<file path="config.mk">
export PLATFORM = sky130hd
export DESIGN_NAME = present_encrypt_core
export DESIGN_NICKNAME = d
export VERILOG_FILES = /design/src/rtl/present_pkg.sv /design/src/rtl/present_pbox_encrypt.sv /design/src/rtl/present_encrypt_core.sv
export SDC_FILE = /design/constraint.sdc
export NUM_CORES = 1
export LEC_CHECK = 0
export BUFFER_PORTS_ARGS = -buffer_cell sky130_fd_sc_hd__buf_2
export CORE_MARGIN = 2
export CORE_UTILIZATION = 45
export DETAILED_ROUTE_END_ITERATION = 8
export GPL_ROUTABILITY_DRIVEN = 0
export PLACE_DENSITY = 0.77
export REMOVE_ABC_BUFFERS = 1
export SYNTH_ARGS = -nofsm -noshare
export SYNTH_HDL_FRONTEND = slang
export SYNTH_SLANG_ARGS = --single-unit
export TNS_END_PERCENT = 100
</file>
<file path="constraint.sdc">
create_clock -name clk -period 8.8 [get_ports clk]
set_clock_uncertainty 0.2 [all_clocks]
set_input_delay 0.88 -clock clk [delete_from_list [all_inputs] [get_ports clk]]
set_output_delay 0.88 -clock clk [all_outputs]
set_load 0.02 [all_outputs]
</file>
<file path="src/rtl/present_pkg.sv">
// PRESENT-80 shared definitions: widths, FSM encoding, S-box table and the
// combinational round primitives. The encrypt core and the decrypt path both
// use these, so player_fwd and player_inv must stay exact inverses.
package present_pkg;

  localparam int BLOCK_W = 64;
  localparam int KEY_W   = 80;
  localparam int RC_W    = 5;

  typedef enum logic [1:0] {
    ST_IDLE  = 2'd0,
    ST_ROUND = 2'd1,
    ST_FINAL = 2'd2
  } fsm_e;

  localparam logic [3:0] SBOX [16] = '{
    4'hC, 4'h5, 4'h6, 4'hB, 4'h9, 4'h0, 4'hA, 4'hD,
    4'h3, 4'hE, 4'hF, 4'h8, 4'h4, 4'h7, 4'h1, 4'h2
  };

  function automatic logic [3:0] sbox4(input logic [3:0] x);
    return SBOX[x];
  endfunction

  // Nibble n occupies bits [4n+3:4n]; all 16 boxes are applied in parallel.
  function automatic logic [BLOCK_W-1:0] sbox_layer64(input logic [BLOCK_W-1:0] x);
    logic [BLOCK_W-1:0] y;
    y = '0;
    for (int n = 0; n < 16; n++) begin
      y[4*n +: 4] = sbox4(x[4*n +: 4]);
    end
    return y;
  endfunction

  // Input bit i lands on output bit (16*i) mod 63; bit 63 is a fixed point.
  function automatic logic [BLOCK_W-1:0] player_fwd(input logic [BLOCK_W-1:0] x);
    logic [BLOCK_W-1:0] y;
    y = '0;
    for (int i = 0; i < 63; i++) begin
      y[(16*i) % 63] = x[i];
    end
    y[63] = x[63];
    return y;
  endfunction

  // Gathers from the same positions player_fwd scatters to.
  function automatic logic [BLOCK_W-1:0] player_inv(input logic [BLOCK_W-1:0] x);
    logic [BLOCK_W-1:0] y;
    y = '0;
    for (int i = 0; i < 63; i++) begin
      y[i] = x[(16*i) % 63];
    end
    y[63] = x[63];
    return y;
  endfunction

  // Key schedule step: rotate left 61, S-box the top nibble, fold in round counter.
  function automatic logic [KEY_W-1:0] key_update80(input logic [KEY_W-1:0] k,
                                                    input logic [RC_W-1:0]  rc);
    logic [KEY_W-1:0] t;
    t          = {k[18:0], k[79:19]};
    t[79:76]   = sbox4(t[79:76]);
    t[19:15]   = t[19:15] ^ rc;
    return t;
  endfunction

endpackage

</file>
<file path="src/rtl/present_pbox_encrypt.sv">
// Forward PRESENT bit permutation (pLayer), purely combinational.
// Ports:
//   din  [63:0]  block before permutation
//   dout [63:0]  block after permutation
module present_pbox_encrypt
  import present_pkg::*;
(
  input  logic [BLOCK_W-1:0] din,
  output logic [BLOCK_W-1:0] dout
);

  assign dout = player_fwd(din);

endmodule

</file>
<file path="src/rtl/present_encrypt_core.sv">
// Iterative PRESENT-80 encryption: one round (addRoundKey, S-box layer,
// pLayer) per clock, then a final key whitening cycle.
// Ports:
//   clk, rst          clock, asynchronous active-high reset
//   start             encrypt request, honoured only while ready
//   plaintext [63:0]  block captured on the accept edge
//   key       [79:0]  cipher key captured on the accept edge
//   ready             core idle and able to accept start
//   busy              rounds or final whitening in progress
//   done              one-cycle completion pulse
//   ciphertext [63:0] last result, held until next completion or reset
module present_encrypt_core
  import present_pkg::*;
#(
  parameter int ROUNDS = 31
) (
  input  logic               clk,
  input  logic               rst,
  input  logic               start,
  input  logic [BLOCK_W-1:0] plaintext,
  input  logic [KEY_W-1:0]   key,
  output logic               ready,
  output logic               busy,
  output logic               done,
  output logic [BLOCK_W-1:0] ciphertext
);

  fsm_e               fsm_q,   fsm_d;
  logic [BLOCK_W-1:0] state_q, state_d;
  logic [KEY_W-1:0]   key_q,   key_d;
  logic [RC_W-1:0]    rc_q,    rc_d;
  logic [BLOCK_W-1:0] ct_q,    ct_d;
  logic               done_q,  done_d;

  logic [BLOCK_W-1:0] sbox_out;
  logic [BLOCK_W-1:0] round_out;
  logic [KEY_W-1:0]   key_next;

  // Round datapath: round key is the top 64 bits of the key register.
  assign sbox_out = sbox_layer64(state_q ^ key_q[79:16]);

  present_pbox_encrypt u_pbox (
    .din  (sbox_out),
    .dout (round_out)
  );

  assign key_next = key_update80(key_q, rc_q);

  always_comb begin
    fsm_d   = fsm_q;
    state_d = state_q;
    key_d   = key_q;
    rc_d    = rc_q;
    ct_d    = ct_q;
    done_d  = 1'b0;
    case (fsm_q)
      ST_IDLE: begin
        if (start) begin
          state_d = plaintext;
          key_d   = key;
          rc_d    = RC_W'(1);
          fsm_d   = ST_ROUND;
        end
      end
      ST_ROUND: begin
        state_d = round_out;
        key_d   = key_next;
        // rc stops at ROUNDS so it never wraps inside one operation.
        if (rc_q == RC_W'(ROUNDS)) begin
          fsm_d = ST_FINAL;
        end else begin
          rc_d = rc_q + RC_W'(1);
        end
      end
      ST_FINAL: begin
        ct_d   = state_q ^ key_q[79:16];
        done_d = 1'b1;
        fsm_d  = ST_IDLE;
      end
      default: begin
        fsm_d = ST_IDLE;
      end
    endcase
  end

  always_ff @(posedge clk or posedge rst) begin
    if (rst) begin
      fsm_q   <= ST_IDLE;
      state_q <= '0;
      key_q   <= '0;
      rc_q    <= '0;
      ct_q    <= '0;
      done_q  <= 1'b0;
    end else begin
      fsm_q   <= fsm_d;
      state_q <= state_d;
      key_q   <= key_d;
      rc_q    <= rc_d;
      ct_q    <= ct_d;
      done_q  <= done_d;
    end
  end

  // done rises the cycle the FSM is back in IDLE, so ready and done overlap.
  assign ready      = (fsm_q == ST_IDLE);
  assign busy       = (fsm_q != ST_IDLE);
  assign done       = done_q;
  assign ciphertext = ct_q;

endmodule

</file>
==> results of run 1 <==
## worst max-delay path, stage by stage (launching register included)
cell and delay (ns):
dfrtp_1 0.63, inv_1 0.49, nand2_4 0.71, buf_4 0.87, nor3_1 0.14, a211oi_1 0.18
o21ai_0 0.10
## through the flow
| step | hold WS [ns] | utilization | setup slack, ns |
|---|---|---|---|
| floorplan | 0.270 | - | 1.18 |
| finish | 0.273 | 0.535 | 5.27 |
| CTS | 0.278 | 0.535 | 5.31 |
| global placement | 0.253 | 0.501 | 5.36 |
| detailed placement | 0.266 | 0.501 | 5.31 |
| global route | 0.298 | 0.535 | 5.07 |
## layer usage
| metal | global-route usage | wire, microns | vias up |
|---|---|---|---|
| met3 | 0.0298 | 2480 | 68 |
| met1 | 0.347 | 15700 | 5246 |
| li1 | - | - | 5217 |
| met2 | 0.395 | 16800 | 437 |
| met4 | 0.0873 | 1300 | 2 |
| met5 | 0.0278 | 105 | - |
## registers in the layout, indices dropped and copies added (netlist names)
name        cells
key_q          80
fsm_q           2
done            1
ciphertext     64
state_q        64
rc_q            5
## Yosys cell counts, types with 10 or more instances
| cell type | n |
|---|---|
| a21oi_1 | 81 |
| xnor2_2 | 15 |
| and3_1 | 12 |
| o22a_1 | 12 |
| a31oi_1 | 75 |
| o21ai_1 | 10 |
| a211oi_1 | 14 |
| ha_1 | 55 |
| xor2_1 | 23 |
| o2111ai_1 | 11 |
| nor3_1 | 11 |
| dfrtp_1 | 216 |
| nand3_1 | 33 |
| clkbuf_1 | 39 |
| buf_2 | 34 |
| mux4_2 | 15 |
| nor2_1 | 155 |
| o21ai_0 | 114 |
| inv_1 | 64 |
| o22ai_1 | 23 |
| o211ai_1 | 14 |
| xnor2_1 | 50 |
| nand2_1 | 269 |
## power by group
| part | internal [mW] | switching, mW |
|---|---|---|
| registers | 1.44 | 0.489 |
| clock network | 0.726 | 0.439 |
| logic | 1.84 | 2.51 |
## final cells by class
cell class                 instances  share of cell area
multi-input combinational       1050               0.446
sequential                       216               0.366
timing repair buffer             220              0.0757
clock buffer                      36              0.0521
tap                              378              0.0320
inverter                          66              0.0173
clock inverter                    12              0.0113
antenna                            1            0.000169
## logic make-up after synthesis
kind of cell             Yosys count  share of synthesized area
flip-flops                       216                      0.430
adder cells (fa/ha/maj)           55                     0.0548
buffers and inverters            147                     0.0489
AND/OR/NAND/NOR                  494                      0.158
multiplexers                      30                     0.0492
AO/OA/AOI/OAI                    374                      0.177
XOR/XNOR                          97                     0.0820
## worst min-delay path by stage
stage	end	cells past startpoint
floorplan	state_q[37]$_DFFE_PP0P_	2
global placement	ciphertext[62]$_DFFE_PP0P_	2
detailed placement	ciphertext[61]$_DFFE_PP0P_	2
CTS	ciphertext[61]$_DFFE_PP0P_	2
global route	ciphertext[25]$_DFFE_PP0P_	2
finish	ciphertext[20]$_DFFE_PP0P_	2
==> out/summary.txt, run 1 <==
H-Tree Depth = 1
Nets@finish = 1782
Asr flop ratio synth = 1.00
Clk buf depth = 3
Dpl cell area = 13800 sq um
Highest clock rate = 283 MHz
Antenna violations before repair = 1
Post-CTS sizing = 0
Crit. Startpoint = fsm_q[1]$_DFFE_PP0P_
Setup crit start kind = flop
Max-cap violations = 0
Die Span X = 171 microns
Layout cell share with drive strength beyond 1 = 0.200
Area leader, netlist = dfrtp_1
Fillcell total = 2575
Status = finished clean
Pre-antenna DRT Iters = 5
Area grow syn2layout = 17.6%
Area share of the largest cell type after synthesis = 0.430
Pwr Total = 7.44 mW
TNS Setup = 0 ns
Slew @ Worst Pin = 1.23 ns
CTS Buf Count = 26
Mapped Area = 12600 sq um
Slew Viols, Final = 0
Crit. End Element = flop
Io pins = 214
Final wirelength = 36500 microns
Clock tree from TritonCTS = built
Seq/Total Area, Yosys = 0.430
R2R depth = 6
Syn avg cell area = 8.89 sq um
Clock Latency Late Sink = 0.53 ns
DIE AREA = 29300 sq um
First-pass GRT wire length = 56600 microns
Setup slack, reg-to-reg = 5.27 ns
Core box area = 27600 sq um
Reg-to-Reg End = state_q[34]$_DFFE_PP0P_
# clock sinks = 216
Reg area = 5410 sq um
CTS clock-pin slew for the worst setup and hold paths = 0.06 ns
Largest net degree at the start of global routing = 142
Root buf cell = clkbuf_16
Final hold violations = 0
Max-slew headroom = 0.177
Design area = 14800 sq um
Gate Count Post-Synth = 1413
Global route overflow = 0
Minimum clock period = 3.53 ns
Critical path destination = state_q[34]$_DFFE_PP0P_
Data arrival, critical path = 3.74 ns
Finish-stage setup viols = 0
#FFs+latches synth = 216
Crit-path max FO = 98
Vias/cell = 5.54
Synth Flop Type = dfrtp_1
Starting Density = 0.455
Placed Cells = 1930
Routed via count = 10970
Hold_sp = ciphertext[20]$_DFFE_PP0P_
Initial drt markers = 932
RSZ-0062 raised after global routing = no
Rows = 61
Cell Pwr Density = 504 nW/um^2
Yosys cell types = 43
WP data required = 9.01 ns
Post-route ant nets = 0
Tcrit/Tclk final = 0.401
Overall Global Routing Usage = 0.248
PortBufs = 213
Most common cell after layout, fill and taps aside = nand2_1
Hold Buf Count CTS = 0
Most frequent cells in the layout = nand2_1, dfrtp_1, buf_2
Worst r2r src = fsm_q[1]$_DFFE_PP0P_
Half-perimeter wire length after placement = 25600 microns
Worst hold path class = reg -> reg
EDFF count, synth = 0
Ranking of synthesized cells by area = dfrtp_1, nand2_1, ha_1
# Post-CTS Setup Buffers = 0
Vias in the first global route = 10336
Leak = 7.07 nW
Floorplan die height = 171 microns
Non-filler instance count after layout = 1979
Synth warn = 0
DRC = 0
Worst setup path class = reg -> reg
WL/cell = 18.4 microns
VDD IR max = 0.000189 V
Multi-input gate area = 6580 sq um
Power figures use the tool's default switching activity.
==> inputs of run 2 (changes only) <==
--- a/config.mk
+++ b/config.mk
@@ -5,6 +5,7 @@
 export SDC_FILE = /design/constraint.sdc
 export NUM_CORES = 1
 export LEC_CHECK = 0
+export ABC_AREA = 1
 export BUFFER_PORTS_ARGS = -buffer_cell sky130_fd_sc_hd__buf_2
 export CORE_MARGIN = 2
 export CORE_UTILIZATION = 45
==> constraint.sdc (replaced) <==
create_clock -name clk -period 3.51 [get_ports clk]
set_clock_uncertainty 0.2 [all_clocks]
set_input_delay 0.351 -clock clk [delete_from_list [all_inputs] [get_ports clk]]
set_output_delay 0.351 -clock clk [all_outputs]
set_load 0.02 [all_outputs]
==> run 2 against run 1 <==
Clock power is 140% higher. Maximum frequency is 34% higher. Combinational power grew to 2.5 times the previous value. Sequential power grew to 2.5 times the previous value. Hold slack worse by 0.29 ns. The run now ends with hold timing left. Register-to-register slack worse by 4.4 ns. Cell count is 26% higher. Critical endpoint is now key_q[28]$_DFFE_PP0P_. Wire length is 17% higher. Non-clock buffer count is 114 higher. Power is 150% higher. Utilization is 3.6 points higher.
==> out/summary.txt, run 2 <==
M3 GR Usage = 0.0372 (+0.00737)
Fillcell total = 2610 (+1.4%)
GR Util met2 = 0.463 (+0.0680)
Io pins = 214 (unchanged)
Crit-path max FO = 26 (-73%)
Final WS setup = 0.883 ns (-4.39 ns)
PortBufs = 213 (unchanged)
CTS Buf Count = 26 (unchanged)
Gate Count Post-Synth = 1816 (+29%)
Layout cell share with drive strength beyond 1 = 0.135 (-0.0649)
Starting Density = 0.456 (+0.00183)
Dpl cell area = 14400 sq um (+4.3%)
Syn avg cell area = 7.21 sq um (-19%)
Pwr Total = 18.6 mW (+150%)
TNS Setup = 0 ns (unchanged)
Synth warn = 0 (unchanged)
Setup slack, reg-to-reg = 0.88 ns (-4.39 ns)
Area leader, netlist = dfrtp_1
Rows = 62 (+1.6%)
Tcrit/Tclk final = 0.748 (+0.347)
Int Pwr = 9.17 mW (+130%)
Seq/Total Area, Yosys = 0.413 (-0.0178)
CP max stage cell = inv_2
Nets@finish = 2292 (+29%)
Antenna violations before repair = 0 (-1)
Core box area = 28700 sq um (+3.9%)
P_sw = 9.38 mW (+170%)
Final hold violations = 2 (+2)
Synth Flop Type = dfrtp_1
Pre-antenna DRT Iters = 6 (+1)
Antenna diodes = 0 (-1)
Met1 Usage GRT = 0.365 (+0.0173)
Hold Path Cell Cnt = 3 (+1)
Clock tree from TritonCTS = built
Max-slew headroom = 0.301 (+0.124)
Failing checks = hold timing
Crit path buf inv count = 4 (+2)
Crit. End Element = flop
Layout Utilization = 0.571 (+0.0361)
EDFF count, synth = 0 (unchanged)
Max FFs per register = 80 (unchanged)
Most frequent cells in the layout = nand2_1, dfrtp_1, buf_2
Post-route ant nets = 0 (unchanged)
Clock power share = 0.147 (-0.010)
Hold Path Sink = key_q[70]$_DFFE_PP0P_
Flop pwr share = 0.260 (about the same)
Non-filler instance count after layout = 2493 (+26%)
Initial drt markers = 1546 (+66%)
Minimum clock period = 2.63 ns (-0.904 ns)
Slew Viols, Final = 0 (unchanged)
Commonest cells post-synth = nand2_1, dfrtp_1, nor2_1
RSZ-0062 raised after global routing = no
Area share of the largest cell type after synthesis = 0.413 (-0.0178)
Root buf cell = clkbuf_16
Routed via count = 13360 (+22%)
Busiest grt layer = met2
Data arrival, critical path = 2.88 ns (-0.86 ns)
Mapped Area = 13100 sq um (+4.3%)
WL/cell = 17.1 microns (-7.0%)
Highest clock rate = 381 MHz (+34%)
Yosys cell types = 29 (-33%)
Final wirelength = 42700 microns (+17%)
#FFs+latches synth = 216 (unchanged)
Area grow syn2layout = 25.1%
Overall Global Routing Usage = 0.274 (+0.0260)
Hold_sp = key[70]
WP data required = 3.76 ns (-5.25 ns)
Crit-path most repeated cell = inv_2
CP top delay family = buffers and inverters
Ranking of synthesized cells by area = dfrtp_1, nand2_1, nand3_1
Worst r2r src = fsm_q[1]$_DFFE_PP0P_
Status = finished with violations
Crit-path cells = inv_2 -> nand2_2 -> inv_2 -> nor2_4 -> inv_2 -> buf_4 -> nor2_1 -> a21oi_1
Top reg by flops = key_q
Multi-input gate area = 6750 sq um (+2.6%)
VDD IR max = 0.000531 V (+180%)
First-pass GRT wire length = 66800 microns (+18%)
Worst hold slack = -0.0152 ns (-0.288 ns)
Worst hold path class = in -> reg
Switch share = 0.506 (+0.0431)
Largest net degree at the start of global routing = 110 (-23%)
Global route overflow = 0 (unchanged)
Clock Latency Late Sink = 0.54 ns (about the same)
Max-cap violations = 0 (unchanged)
Most numerous cell in the Yosys netlist = nand2_1
Design area = 16400 sq um (+11%)
Slowest stage delay, CP = 0.53 ns (-0.34 ns)
Setup crit start kind = flop
Vias/cell = 5.36 (-3.3%)
Finish-stage setup viols = 0 (unchanged)
Asr flop ratio synth = 1.00 (unchanged)
CTS clock-pin slew for the worst setup and hold paths = 0.06 ns (about the same)
Place WS = 0.993 ns (-4.31 ns)
Cell Pwr Density = 1130 nW/um^2 (+120%)
DRC = 0 (unchanged)
Reg area = 5410 sq um (unchanged)
Die Span X = 175 microns (+2.1%)
Clk buf depth = 3 (unchanged)
Combinational share of power = 0.593 (+0.008)
Half-perimeter wire length after placement = 29200 microns (+14%)
Slew @ Worst Pin = 1.05 ns (-0.187 ns)
Most common cell after layout, fill and taps aside = nand2_1
Worst setup path class = reg -> reg
Floorplan die height = 175 microns (+2.1%)
Leak = 8.61 nW (+22%)
DIE AREA = 30500 sq um (+4.2%)
R2R depth = 8 (+2)
Vias in the first global route = 12638 (+22%)
# clock sinks = 216 (unchanged)
Reg-to-Reg End = key_q[28]$_DFFE_PP0P_
Placed Cells = 2339 (+21%)
H-Tree Depth = 1 (unchanged)
==> run 2: cell count changes in the layout (fill, tap and decap cells not counted), moves of 47 or more <==
cell           before  now
dlygate4sd3_1       0  107
inv_1              63  137
a31oi_1            75    2
nand3_1            33  161
nand2_1           267  589
o21ai_0           114  161
==> run 2: final cells by class <==
cell class              instances  share of cell area
flip-flops and latches        216               0.330
clock buffers                  39              0.0495
clock inverters                 8             0.00412
multi-input cells            1368               0.412
well taps                     384              0.0293
repair buffers                334               0.141
inverters                     144              0.0336
==> run 2: power groups by stage <==
stage	logic, mW	clock network, mW	registers (mW)
2_1_floorplan	7.87	0	4.57
3_3_place_gp	10.2	0	4.78
3_5_place_dp	10.7	0	4.81
4_1_cts	10.9	2.76	4.79
5_1_grt	12.5	2.88	4.94
6_report	11.0	2.73	4.82
==> run 2: routing by layer <==
layer,vias to the layer above,part of all wire
li1,6385,-
met1,6317,0.41
met2,556,0.48
met3,102,0.071
met4,0,0.036
met5,-,0
==> run 2: timing repair <==
action,CTS,global route
hold buffers,107,0
resized for setup,0,0
setup buffers,0,0
hold endpoints to repair,197,0
==> run 2: how the worst max path moves through the flow <==
| stage | from | to | slack, ns | depth (start not counted) |
|---|---|---|---|---|
| 2_1_floorplan | rst | ciphertext[0]$_DFFE_PP0P_ | -2.95 | 1 |
| 3_3_place_gp | fsm_q[1]$_DFFE_PP0P_ | key_q[32]$_DFFE_PP0P_ | 1.09 | 8 |
| 3_5_place_dp | fsm_q[1]$_DFFE_PP0P_ | key_q[6]$_DFFE_PP0P_ | 0.99 | 8 |
| 4_1_cts | fsm_q[1]$_DFFE_PP0P_ | key_q[28]$_DFFE_PP0P_ | 0.94 | 8 |
| 5_1_grt | fsm_q[1]$_DFFE_PP0P_ | key_q[28]$_DFFE_PP0P_ | 0.80 | 8 |
| 6_report | fsm_q[1]$_DFFE_PP0P_ | key_q[28]$_DFFE_PP0P_ | 0.88 | 8 |
==> run 2: kinds of logic after synthesis <==
logic type,count (synthesis),share of synthesized area
simple gates,926,0.284
compound gates,307,0.126
buf+inv,232,0.0722
flops,216,0.413
xor+xnor,80,0.0535
fa+ha+maj,55,0.0525
==> run 2: worst register-to-register path: stages, from the launching register on <==
cell	delay, ns
dfrtp_1	0.43
inv_2	0.11
nand2_2	0.29
inv_2	0.54
nor2_4	0.08
inv_2	0.34
buf_4	0.32
nor2_1	0.09
a21oi_1	0.14
